## src/rtl/cfg_pkg.sv

```systemverilog
`default_nettype none
// ============================================================================
// Module      : cfg_pkg
// Description : Shared state encoding and defaults for the config loaders.
// Revision    : 1.0 - initial release
// ============================================================================
package cfg_pkg;

    localparam int C_DEFAULT_NUM_REGS = 16;

    typedef enum logic [2:0] {
        ST_IDLE   = 3'd0,
        ST_HEADER = 3'd1,
        ST_LOAD   = 3'd2,
        ST_CHECK  = 3'd3,
        ST_DONE   = 3'd4,
        ST_ERROR  = 3'd5
    } state_t;

    // A frame is in flight in exactly these states.
    function automatic logic is_busy(input state_t s);
        return (s == ST_HEADER) || (s == ST_LOAD) || (s == ST_CHECK);
    endfunction

endpackage
`default_nettype wire

```

## src/rtl/cfg_onehot_dec.sv

```systemverilog
`default_nettype none
// ============================================================================
// Module      : cfg_onehot_dec
// Description : Index to one-hot decoder with enable, for register bank strobes.
// Revision    : 1.0 - initial release
// ============================================================================
module cfg_onehot_dec
    import cfg_pkg::*;
#(
    parameter int NUM_REGS = C_DEFAULT_NUM_REGS,
    parameter int ADDR_W   = 4
) (
    input  logic                en,
    input  logic [ADDR_W-1:0]   addr,
    output logic [NUM_REGS-1:0] onehot
);

    genvar i;
    for (i = 0; i < NUM_REGS; i++) begin : g_bit
        assign onehot[i] = en && (addr == ADDR_W'(i));
    end

endmodule
`default_nettype wire

```

## src/rtl/cfg_reg_loader.sv

```systemverilog
`default_nettype none
// ============================================================================
// Module      : cfg_reg_loader
// Description : Fills a bank of 8-bit config registers from a checked byte stream.
// Revision    : 1.0 - initial release
// ============================================================================
module cfg_reg_loader
    import cfg_pkg::*;
#(
    parameter int NUM_REGS = C_DEFAULT_NUM_REGS,
    parameter int ADDR_W   = 4
) (
    input  logic                clk,
    input  logic                rst,
    input  logic                start,
    input  logic                abort,
    input  logic [7:0]          byte_in,
    input  logic                byte_valid,
    output logic                byte_ready,
    output logic [7:0]          reg_data,
    output logic [NUM_REGS-1:0] reg_ld,
    output logic                busy,
    output logic                done,
    output logic                err,
    output logic [ADDR_W:0]     loaded_count
);

    // Wide enough to hold both a header byte and NUM_REGS (up to 256).
    localparam int C_CMP_W = 9;

    state_t              state_q, state_d;
    logic [7:0]          len_q, len_d;
    logic [7:0]          csum_q, csum_d;
    logic [7:0]          reg_data_q, reg_data_d;
    logic [ADDR_W-1:0]   addr_q, addr_d;
    logic [ADDR_W:0]     cnt_q, cnt_d;
    logic [NUM_REGS-1:0] reg_ld_q, reg_ld_d;
    logic [ADDR_W:0]     w_cnt_inc;
    logic                w_accept;
    logic                w_load_en;
    logic                w_hdr_bad;

    assign busy       = is_busy(state_q);
    assign byte_ready = busy & ~abort;
    assign w_accept   = byte_valid & byte_ready;
    assign w_cnt_inc  = cnt_q + (ADDR_W+1)'(1);
    assign w_hdr_bad  = (byte_in == 8'd0) ||
                        (C_CMP_W'(byte_in) > C_CMP_W'(NUM_REGS));

    always_comb begin
        state_d    = state_q;
        len_d      = len_q;
        addr_d     = addr_q;
        csum_d     = csum_q;
        cnt_d      = cnt_q;
        reg_data_d = reg_data_q;
        w_load_en  = 1'b0;
        case (state_q)
            ST_IDLE, ST_DONE, ST_ERROR: begin
                if (state_q == ST_DONE) state_d = ST_IDLE;
                if (start) begin
                    state_d = ST_HEADER;
                    addr_d  = '0;
                    csum_d  = '0;
                    cnt_d   = '0;
                end
            end
            ST_HEADER: begin
                if (abort) begin
                    state_d = ST_IDLE;
                end else if (w_accept) begin
                    len_d   = byte_in;
                    state_d = w_hdr_bad ? ST_ERROR : ST_LOAD;
                end
            end
            ST_LOAD: begin
                if (abort) begin
                    state_d = ST_IDLE;
                end else if (w_accept) begin
                    reg_data_d = byte_in;
                    w_load_en  = 1'b1;
                    csum_d     = csum_q ^ byte_in;
                    addr_d     = addr_q + ADDR_W'(1);
                    cnt_d      = w_cnt_inc;
                    if (C_CMP_W'(w_cnt_inc) == C_CMP_W'(len_q)) state_d = ST_CHECK;
                end
            end
            ST_CHECK: begin
                if (abort) begin
                    state_d = ST_IDLE;
                end else if (w_accept) begin
                    state_d = (byte_in == csum_q) ? ST_DONE : ST_ERROR;
                end
            end
            default: state_d = ST_IDLE;
        endcase
    end

    // Strobe is registered from the pre-increment address of the accepting edge.
    cfg_onehot_dec #(
        .NUM_REGS (NUM_REGS),
        .ADDR_W   (ADDR_W)
    ) u_dec (
        .en     (w_load_en),
        .addr   (addr_q),
        .onehot (reg_ld_d)
    );

    always_ff @(posedge clk) begin
        if (!rst) begin
            state_q    <= ST_IDLE;
            len_q      <= '0;
            addr_q     <= '0;
            csum_q     <= '0;
            cnt_q      <= '0;
            reg_data_q <= '0;
            reg_ld_q   <= '0;
        end else begin
            state_q    <= state_d;
            len_q      <= len_d;
            addr_q     <= addr_d;
            csum_q     <= csum_d;
            cnt_q      <= cnt_d;
            reg_data_q <= reg_data_d;
            reg_ld_q   <= reg_ld_d;
        end
    end

    assign reg_data     = reg_data_q;
    assign reg_ld       = reg_ld_q;
    assign loaded_count = cnt_q;
    assign done         = (state_q == ST_DONE);
    assign err          = (state_q == ST_ERROR);

endmodule
`default_nettype wire

```

## config.mk

```make
export PLATFORM = sky130hd
export DESIGN_NAME = cfg_reg_loader
export DESIGN_NICKNAME = d
export VERILOG_FILES = /design/src/rtl/cfg_pkg.sv /design/src/rtl/cfg_onehot_dec.sv /design/src/rtl/cfg_reg_loader.sv
export SDC_FILE = /design/constraint.sdc
export NUM_CORES = 1
export LEC_CHECK = 0
export CORE_MARGIN = 1.5
export CORE_UTILIZATION = 45
export CTS_CLUSTER_DIAMETER = 50
export DETAILED_ROUTE_END_ITERATION = 10
export GPL_ROUTABILITY_DRIVEN = 0
export PLACE_DENSITY_LB_ADDON = 0.2
export RECOVER_POWER = 100
export SLEW_MARGIN = 25
export SYNTH_ARGS = -nofsm -noshare
export SYNTH_HDL_FRONTEND = slang
export SYNTH_HIERARCHICAL = 1
export SYNTH_SLANG_ARGS = --single-unit
```

## constraint.sdc

```tcl
create_clock -name clk -period 2.2 [get_ports clk]
set_input_delay 0.33 -clock clk [delete_from_list [all_inputs] [get_ports clk]]
set_output_delay 0.33 -clock clk [all_outputs]
set_load 0.01 [all_outputs]
```

==> flow_summary_export.csv <==
group,metric,value,unit
timing,drv_slew,0,
worst_setup_path,rr_worst_depth,7,
clock_network,cts_buffer_depth,2,
clock_network,cts.sinks,52,
clock_network,cts.clk_slew.worst_paths,0.10,ns
die,start_util,46.7,%
min_path,worstHoldStart,"reg_data[2]",
timing,finalSetupViolations,0,
clock_network,cts_resized,0,
min_path,min_path_type,"flip-flop to flip-flop",
route,drtPass1Iterations,4,
synth,yosys_warnings,6,
global_routing,grt_pass1_vias,1841,
timing,hold_violations,0,
final_layout,layout_common_cells,"52 x dfxtp_1, 34 x dlygate4sd3_1, 30 x nand2_1",
power_and_ir_drop,power_density,608,nW/µm²
status,status,"finished, final reports clean",
synth,yosysTopAreaCellShare,43.6,%
worst_setup_path,slowest_delay,0.62,ns
clock_network,cts-htree-levels,2,
worst_setup_path,worst-path-max-fanout,10,
clock_network,cts_tree,"yes",
die,die_h,75.8,µm
timing,clock.fmax,504,MHz
synth,synth_edf_count,0,
die,io_pins,46,
worst_setup_path,crit_chain,"nor3b_1 > dlygate4sd3_1",
flow_run,maxCapViolCount,0,
timing,timing.final.crit_share,90.1,%
final_layout,nets,344,
timing,finalSetupTns,0,ns
worst_setup_path,worstSetupEndpointType,"output pin",
die,design.core.area,5110,µm²
timing,skew,0.00701,ns
die,die_area,5750,µm²
global_routing,overflow,0,
synth,synth_area,2390,µm²
route,via_per_inst,5.05,
route,drt_wl_total,5.12,mm
worst_setup_path,reg2reg_to,"loaded_count[3]",
power_and_ir_drop,p_leak,1.24,nW
worst_setup_path,r2r-start,"state_q[2]",
die,rows,26,
route,drc_errors,0,
synth,ys_seq_elements,52,
min_path,min_to,"reg_data[2]",
clock_network,ctsHoldBuffers,0,
synth,yosys-top-cells-area,"dfxtp_1 44%, a21boi_0 6.3%, nor2b_1 5.8%",
route,num_vias,2020,
global_routing,grt_start_max_net_pins,52,
clock_network,cts_root_buffer,"clkbuf_8",
final_layout,area_growth_syn_to_layout,26.5,%
synth,synthCells,280,
clock_network,clk_latency,0.31,ns
global_routing,grt_pass1_wl,8.59,mm
placed_design,dp_hpwl,3.62,mm
die,die-width,75.8,µm
synth,synthArstFlopShare,0,%
clock_network,cts_buffers,5,
timing,worst_hold_slack,0.469,ns
synth,synth_fp_nets,295,
clock_network,cts_setup_buffers,0,
placed_design,portBuffers,45,
power_and_ir_drop,irDropWorstVdd,433,µV
final_layout,diodes,0,
synth,ys.flop_type,"dfxtp_1",
min_path,holdPathStages,2,
route,ant_nets,0,
route,first_iter_violations,86,
synth,yosysUniqueCellTypes,38,
route,post_drt_wl_per_cell,12.8,µm
timing,relSlewSlack,69.5,%
global_routing,antenna_found_initial,0,
worst_setup_path,crit_type,"flip-flop to output pin",
synth,yosysTopAreaCell,"dfxtp_1",
global_routing,grt_util_all_layers,19.8,%
worst_setup_path,startpoint_type,"flip-flop",
worst_setup_path,crit_required,1.87,ns
timing,worst_slew_pin_slew,0.458,ns
timing,min_period,1.98,ns
synth,synth_seq_area_share,43.6,%
final_layout,mostFrequentLayoutCell,"dfxtp_1",
worst_setup_path,r2r_slack,0.36,ns
worst_setup_path,crit_slowest_cell,"dlygate4sd3_1",
final_layout,final_layout_size_suffix_gt1_share,5.45,%
worst_setup_path,arrival,1.65,ns
timing,rsz0062_at_grt,"no",
synth,avgSynthCellArea,8.53,µm²
flip-flops by register name, summed over array words and instances (netlist names):
| register | count |
|---|---|
| csum_q | 8 |
| addr_q | 4 |
| reg_data | 8 |
| state_q | 3 |
| reg_ld | 16 |
| loaded_count | 5 |
| len_q | 8 |
per-stage QoR:
stage	cells	power (mW)	cell area (µm²)	util, %	setup WS [ns]
6_report	400	1.84	3020	59.1	0.217
5_1_grt	400	1.93	3020	59.1	0.0909
4_1_cts	400	1.88	3040	59.5	0.246
3_5_place_dp	392	1.30	2950	57.7	0.0917
3_3_place_gp	392	1.30	2950	57.7	0.154
2_1_floorplan	280	1.17	2390	-	0.515
Yosys cell counts (2+ instances only):
| master | count |
|---|---|
| nand3b_1 | 5 |
| buf_6 | 2 |
| buf_2 | 2 |
| ha_1 | 2 |
| xor2_1 | 6 |
| clkbuf_1 | 8 |
| nor3_1 | 6 |
| a21boi_0 | 20 |
| nand3_1 | 7 |
| nand2_1 | 30 |
| dfxtp_1 | 52 |
| nor2_1 | 29 |
| xnor2_1 | 6 |
| nor4_1 | 5 |
| and2_1 | 21 |
| nand2b_1 | 2 |
| nor2b_1 | 22 |
| o21ai_0 | 16 |
| or3_1 | 3 |
| inv_1 | 6 |
| nor3b_1 | 2 |
| a21oi_1 | 5 |
| mux2i_1 | 8 |
report_power, final:
group          total [mW]  internal (mW)  switching [mW]
Combinational       0.275          0.126           0.149
Clock               0.576          0.233           0.343
Sequential          0.986          0.964          0.0222
logic make-up (layout without fill, tap and decap cells):
group | after synthesis | in the layout | synth area share (%)
AOI/OAI and AO/OA | 47 | 47 | 12.7
xor gates and xnor gates | 12 | 12 | 4.40
adders and majority gates | 2 | 2 | 1.05
buffers and inverters | 19 | 69 | 3.77
DFF | 52 | 52 | 43.6
muxes | 8 | 8 | 3.35
and+or+nand+nor | 140 | 140 | 31.1
worst max-delay path by stage:
| stage | from | to | slack [ns] | cells after the start |
|---|---|---|---|---|
| after floorplan | state_q[2] | reg_ld[0] | 0.51 | 8 |
| after global placement | abort | csum_q[4] | 0.15 | 8 |
| after detailed placement | abort | csum_q[4] | 0.09 | 8 |
| after CTS | state_q[0] | byte_ready | 0.25 | 3 |
| after global routing | state_q[2] | done | 0.09 | 2 |
| final | state_q[2] | done | 0.22 | 2 |
worst max-delay path: cells and delay by family (launching register included):
family	cells	cell delay, ns
and+or+nand+nor	1	0.21
buffers and inverters	1	0.62
DFF	1	0.51
per-layer routing:
metal	global-route usage, %	vias up	wire length [µm]
met5	0	-	0
met4	7.14	0	70
met3	4.89	6	258
met2	32.1	49	2340
met1	25.5	931	2450
li1	-	1034	-
final cells by class:
cell class / instances / area, µm²
inverter: 6 / 22.5
clock buffer: 5 / 68.8
fill: 490 / 2090
clock inverter: 3 / 25.0
sequential: 52 / 1040
multi-input combinational: 209 / 1250
tap: 70 / 87.6
timing repair buffer: 55 / 528
No activity file was read; power rests on OpenSTA's default activity.
